### src/rtl/lc3_fetch_pkg.sv
// Shared types and constants for the LC3 fetch stage.
//   fetch_state_t : fetch handshake FSM states
//   LC3_RESET_PC  : architectural reset vector
//   lc3_word_t    : 16-bit LC3 machine word
package lc3_fetch_pkg;

    typedef enum logic [1:0] {
        IDLE  = 2'd0,
        WAIT  = 2'd1,
        FLUSH = 2'd2
    } fetch_state_t;

    localparam logic [15:0] LC3_RESET_PC = 16'h3000;

    typedef logic [15:0] lc3_word_t;

endpackage

### src/rtl/lc3_fetch_stage_pc_unit.sv
// PC register with next-PC adder and branch-target select.
// Ports:
//   clock, reset        : stage clock, synchronous active-low reset
//   enable_updatePC     : load a new PC this edge
//   br_taken, taddr     : choose taddr instead of pc+1 when loading
//   pc, npc             : current PC and pc+1 (wraps modulo 2^16)
module lc3_pc_unit
    import lc3_fetch_pkg::*;
#(
    parameter lc3_word_t RESET_PC = LC3_RESET_PC
) (
    input  logic        clock,
    input  logic        reset,
    input  logic        enable_updatePC,
    input  logic        br_taken,
    input  logic [15:0] taddr,
    output logic [15:0] pc,
    output logic [15:0] npc
);

    assign npc = pc + 16'd1;

    always_ff @(posedge clock) begin
        if (!reset) begin
            pc <= RESET_PC;
        end else if (enable_updatePC) begin
            pc <= br_taken ? taddr : npc;
        end
    end

endmodule

### src/rtl/lc3_fetch_stage.sv
// LC3 fetch stage: owns the PC, issues instruction-memory reads, waits for
// the memory handshake and latches the returned word into IR.
// Ports:
//   clock, reset                  : stage clock, synchronous active-low reset
//   enable_fetch                  : controller permits a new read
//   enable_updatePC, br_taken,
//   taddr                         : PC update control (see lc3_pc_unit)
//   imem_rdy, imem_dout           : memory response handshake and data
//   pc, npc                       : current PC (memory address) and pc+1
//   instrmem_rd                   : read strobe to instruction memory
//   ir, ir_valid                  : accepted instruction and 1-cycle pulse
//   fetch_busy                    : a request is outstanding (WAIT/FLUSH)
//   fetch_err                     : sticky watchdog flag
module lc3_fetch_stage
    import lc3_fetch_pkg::*;
#(
    parameter lc3_word_t RESET_PC   = LC3_RESET_PC,
    parameter int        WAIT_LIMIT = 15
) (
    input  logic        clock,
    input  logic        reset,
    input  logic        enable_fetch,
    input  logic        enable_updatePC,
    input  logic [15:0] taddr,
    input  logic        br_taken,
    input  logic        imem_rdy,
    input  logic [15:0] imem_dout,
    output logic [15:0] pc,
    output logic [15:0] npc,
    output logic        instrmem_rd,
    output logic [15:0] ir,
    output logic        ir_valid,
    output logic        fetch_busy,
    output logic        fetch_err
);

    // Watchdog threshold expressed against the pre-increment count, so the
    // flag sets on the edge that ends the WAIT_LIMIT-th unanswered cycle.
    localparam logic [7:0] LIMIT_M1 = 8'(WAIT_LIMIT - 1);

    fetch_state_t state, state_next;
    logic [7:0]   wait_cnt;
    logic         accept;

    lc3_pc_unit #(
        .RESET_PC (RESET_PC)
    ) u_pc_unit (
        .clock           (clock),
        .reset           (reset),
        .enable_updatePC (enable_updatePC),
        .br_taken        (br_taken),
        .taddr           (taddr),
        .pc              (pc),
        .npc             (npc)
    );

    always_comb begin
        state_next  = state;
        instrmem_rd = 1'b0;
        fetch_busy  = 1'b0;
        accept      = 1'b0;
        case (state)
            IDLE: begin
                instrmem_rd = enable_fetch;
                if (enable_fetch) begin
                    if (imem_rdy) accept = 1'b1;
                    else          state_next = WAIT;
                end
            end
            WAIT: begin
                // Strobe held until the memory answers, even if enable_fetch drops.
                instrmem_rd = 1'b1;
                fetch_busy  = 1'b1;
                if (imem_rdy) begin
                    // Data belongs to the address already presented, so it is
                    // kept even when the PC moves on this same edge.
                    accept     = 1'b1;
                    state_next = IDLE;
                end else if (enable_updatePC) begin
                    state_next = FLUSH;
                end
            end
            FLUSH: begin
                // Outstanding response belongs to a stale PC: drain and drop it.
                fetch_busy = 1'b1;
                if (imem_rdy) state_next = IDLE;
            end
            default: state_next = IDLE;
        endcase
    end

    always_ff @(posedge clock) begin
        if (!reset) begin
            state     <= IDLE;
            wait_cnt  <= 8'd0;
            fetch_err <= 1'b0;
            ir        <= 16'h0000;
            ir_valid  <= 1'b0;
        end else begin
            state    <= state_next;
            ir_valid <= accept;
            if (accept) ir <= imem_dout;

            // Counter spans WAIT and FLUSH; only IDLE clears it.
            if (state == IDLE) begin
                wait_cnt <= 8'd0;
            end else if (!imem_rdy) begin
                if (wait_cnt >= LIMIT_M1) fetch_err <= 1'b1;
                if (wait_cnt != 8'hFF)    wait_cnt  <= wait_cnt + 8'd1;
            end
        end
    end

endmodule

### config.mk
export PLATFORM = sky130hd
export DESIGN_NAME = lc3_fetch_stage
export DESIGN_NICKNAME = d
export VERILOG_FILES = /design/src/rtl/lc3_fetch_pkg.sv /design/src/rtl/lc3_fetch_stage_pc_unit.sv /design/src/rtl/lc3_fetch_stage.sv
export SDC_FILE = /design/constraint.sdc
export NUM_CORES = 1
export LEC_CHECK = 0
export CELL_PAD_IN_SITES_DETAIL_PLACEMENT = 0
export CELL_PAD_IN_SITES_GLOBAL_PLACEMENT = 1
export CORE_MARGIN = 2
export CORE_UTILIZATION = 31
export CTS_BUF_LIST = sky130_fd_sc_hd__clkbuf_4 sky130_fd_sc_hd__clkbuf_8 sky130_fd_sc_hd__clkbuf_16
export DETAILED_ROUTE_END_ITERATION = 8
export GPL_TIMING_DRIVEN = 0
export PLACE_DENSITY_LB_ADDON = 0.1
export SETUP_SLACK_MARGIN = 0.2
export SLEW_MARGIN = 20
export SYNTH_ARGS = -nofsm -noshare
export SYNTH_HDL_FRONTEND = slang
export SYNTH_SLANG_ARGS = --single-unit
### constraint.sdc
create_clock -name clock -period 1.8 [get_ports clock]
set_input_delay 0.18 -clock clock [delete_from_list [all_inputs] [get_ports clock]]
set_output_delay 0.18 -clock clock [all_outputs]
set_load 0.01 [all_outputs]
==> results by stage <==
Timing:
- The slew of the pin with the lowest slew margin is 547.9 ps.
- The final max-slew violation count is 0.
- The part of the cycle the worst path needs is 105.5%.
- The worst pin sits at a relative slew slack of 63.48%.
- Setup repair after global routing could not meet its margin everywhere.
- Setup violations remaining at the end of the flow were counted as 7.
- The final setup slack of the worst path is -99.62 ps.
- The final-report hold violation count is 0.
- The clock skew after layout is 2.362 ps.
- Derived from the worst setup path, the maximum achievable clock frequency is 526.4 MHz.
- For the finished layout, the period the worst path requires is 1900 ps.
- Final hold analysis gives a worst-case slack of 290.4 ps.

Hold path:
- The min-delay analysis places its worst path in the category in2reg.

Detailed routing:
- After detailed routing, the average wire length per cell comes to 14.99 um.
- After the first detailed-routing iteration, the DRC count stood at 109.
- Once detail routing completed, the nets flagged for antenna violations numbered 0.
- The remaining design rule violation count is 0.
- After detailed routing, the number of vias per cell comes to 5.010.
- The count of vias placed by the detailed router is 2600.
- The detailed-routing iteration count for the pre-antenna-repair pass is 4.
- The final layout contains routed wiring with a total length of 7779 um.

Logic synthesis:
- The post-synthesis instance area is 2376 um2.
- Among all flip-flop cells after synthesis, the most frequent one is dfxtp_1.
- The netlist uses 50 different library cells.
- The largest area contributor in the netlist is dfxtp_1.
- The number of instances in the synthesized netlist is 297.
- After synthesis, the largest area contributor takes up 37.07% of total cell area.
- For this run, the number of Yosys warnings is 0.
- The average footprint of a synthesized cell is 8.000 um2.
- The count of flip-flops with a built-in enable after synthesis is 0.
- The fraction of the yosys area taken by sequential cells is 37.07%.
- The total of flip-flops plus latches after synthesis is 44.
- In the post-synthesis netlist, the biggest area contributors are dfxtp_1 37%, nand2_1 7.6%, a21oi_1 6.7%.
- The share of synthesized registers carrying an async set or reset is 0%.
- The number of nets in the synthesized netlist is 341.

Worst setup path:
- At the worst endpoint, the required time is 1620 ps.
- At the worst endpoint, the arrival time is 1720 ps.
- STA classifies the critical path endpoint as an output pin.
- The largest single stage delay on the critical path is 560 ps.
- The number of buffer and inverter instances along the worst setup path is 1.
- Of all nets on the critical path, the largest fanout is 6.
- The signal on the critical path passes through nand4_4, or4_4, xnor2_2, buf_2.
- The critical path startpoint category is a flop.
- The kind of cell adding the most delay to the critical path is simple AND/OR/NAND/NOR gates.
- The slowest cell on the critical path is or4_4.
- The kind of critical path is reg2out.

Layout:
- The final layout contains 465 nets.
- The filler cells instantiated in the layout total 688.
- The non-filler instance count after layout is 519.
- The area growth from synthesis to layout is 70.51%.
- Of the cells placed in the final design, the portion with a size suffix greater than 1 is 27.86%.
- The antenna diode instance count is 0.
- Cells fill 55.27% of the core in the end.

Floorplanning:
- In this run the standard cell core region covers 7331 um2.
- The die area is 8380 um2.
- Once the floorplan was initialized, standard cells occupied 32.41% of the core.
- From bottom edge to top edge, the die measures 91.55 um.
- In this run the horizontal extent of the chip is 91.55 um.
- The row count is 31.
- The I/O pin count is 90.

Place:
- At the placement stage, the worst setup path has a slack of -397.2 ps.
- The count of port buffers added during placement is 87.
- Routability-driven placement finished with a final weighted congestion of 0.8041.
- The post-DP HPWL is 5089 um.
- The total instance count after detailed placement is 483.

Run status:
- The checks that failed: setup timing.
- The flow ran to the end, but the final reports show violations.

GRT:
- The overall routing resource usage is 17.44%.
- Entering global routing, the biggest net connects 13 pins.
- The number of global-route vias before repair is 2489.
- After global routing the overflow that remains totals 0.
- The first global-routing pass estimated 11980 um of wire.
- The initial antenna violation count was 0.

Clocking:
- Clock tree synthesis inserted a total of 5 buffers.
- The count of H-tree levels built during CTS is 2.
- The number of sinks on the clock net is 44.
- The clock latency reported for the late side of the worst-skew pair is 290 ps.
- The clock tree from TritonCTS is built.
- The clock passes through at most 2 buffers.
- The clock-pin slew on the worst setup and hold paths is 80 ps.
- The clock root buffer is clkbuf_8.

Flow run:
- The count of maximum capacitance violations is 0.

Pwr:
- In this run the power density over the cells is 621.6 nW/um2.
- VDD sags by at most 0.0003112 V.
- The leakage power is 1.644 nW.
final timing paths:
check	slack [ps]	from	depth (start not counted)	to
setup / recovery	-100	u_pc_unit.pc[7]	4	npc[11]
hold / removal	290	reset	2	u_pc_unit.pc[12]
setup reg to reg	80	u_pc_unit.pc[5]	8	u_pc_unit.pc[9]
hold reg to reg	460	ir[0]	2	ir[0]
state kept, by name, indices dropped and copies added (netlist names):
register and cells:
u_pc_unit.pc 16, ir_valid 1, fetch_err 1, ir 16
wait_cnt 8, state 2
kinds of logic after synthesis:
family                     Yosys count  synth area share (%)
adders and majority gates            6                 3.159
xor gates and xnor gates            15                 5.529
AOI/OAI and AO/OA                   79                 20.33
DFF                                 44                 37.07
muxes                                4                 1.685
buffers and inverters               30                 5.476
and+or+nand+nor                    119                 26.75
cell usage in the layout, fill, tap and decap left out, types with 4 or more instances in the layout:
master / instances
nor3_1: 4
nor2_1: 16
inv_1: 9
clkbuf_1: 7
clkdlybuf4s50_1: 69
a32o_1: 4
xnor2_2: 4
o21ai_0: 14
nor2b_1: 4
nand3_1: 7
dfxtp_4: 7
xor2_1: 8
nand2_1: 45
buf_4: 19
a21oi_1: 28
mux2i_1: 4
dfxtp_1: 30
dlygate4sd2_1: 4
dfxtp_2: 7
nor2_4: 4
buf_6: 12
a31oi_1: 6
and3_1: 6
a21oi_2: 4
nor4_4: 4
a211oi_1: 4
buf_2: 14
clkbuf_8: 5
layout make-up:
| class | count | area, um2 | area share (%) |
|---|---|---|---|
| multi-input cells | 223 | 1643 | 40.55 |
| clock inverters | 1 | 30.03 | 0.7412 |
| plain buffers | 18 | 126.4 | 3.119 |
| well taps | 99 | 123.9 | 3.057 |
| inverters | 12 | 48.80 | 1.204 |
| repair buffers | 117 | 1095 | 27.02 |
| clock buffers | 5 | 68.82 | 1.699 |
| flip-flops and latches | 44 | 915.9 | 22.61 |
cell usage after synthesis, types with 2 or more instances:
master    number
buf_2          3
nand3_1       10
xor2_1         8
nand2_1       48
a32o_1         4
nor3b_1        2
clkbuf_1      10
nor2_1        21
and3_1         6
clkbuf_2       2
nor4_1         5
a31oi_1        6
nor3_1         7
o31ai_1        3
dfxtp_1       44
nor2b_1        5
a21oi_1       32
nand2b_1       2
nor4_4         2
o22ai_1        3
xnor2_1        7
mux2i_1        4
ha_1           6
o21ai_0       15
a211oi_1       4
inv_1         11
o41ai_1        3
nand4_4        2
where the power goes:
group	switching, mW	total, mW	internal [mW]	leakage, nW
Combinational	0.319	0.686	0.367	1.23
Sequential	0.0674	1.11	1.04	0.367
Clock	0.329	0.727	0.399	0.0501
stage by stage:
stage               power [mW]  area, um2  setup TNS, ps
global placement         1.730       3390          -4153
CTS                      2.484       3772         -383.6
floorplan                1.405       2395              0
finish                   2.518       4051         -417.0
global route             2.662       4051          -1020
detailed placement       1.734       3390          -4253
metal layers:
metal / global-route usage (%) / routed length, um / vias up
met5: 0 / 0 / -
met4: 4.040 / 160 / 0
met3: 4.149 / 432 / 16
met2: 28.68 / 3657 / 84
met1: 23.05 / 3529 / 1202
li1: - / - / 1298
repair_timing:
action | in CTS | in global routing
endpoints found under the setup margin | 42 | 33
pin swaps | 21 | 14
hold buffers | 0 | 0
resized for setup | 111 | 48
setup buffers | 17 | 13
Power figures use the tool's default switching activity.
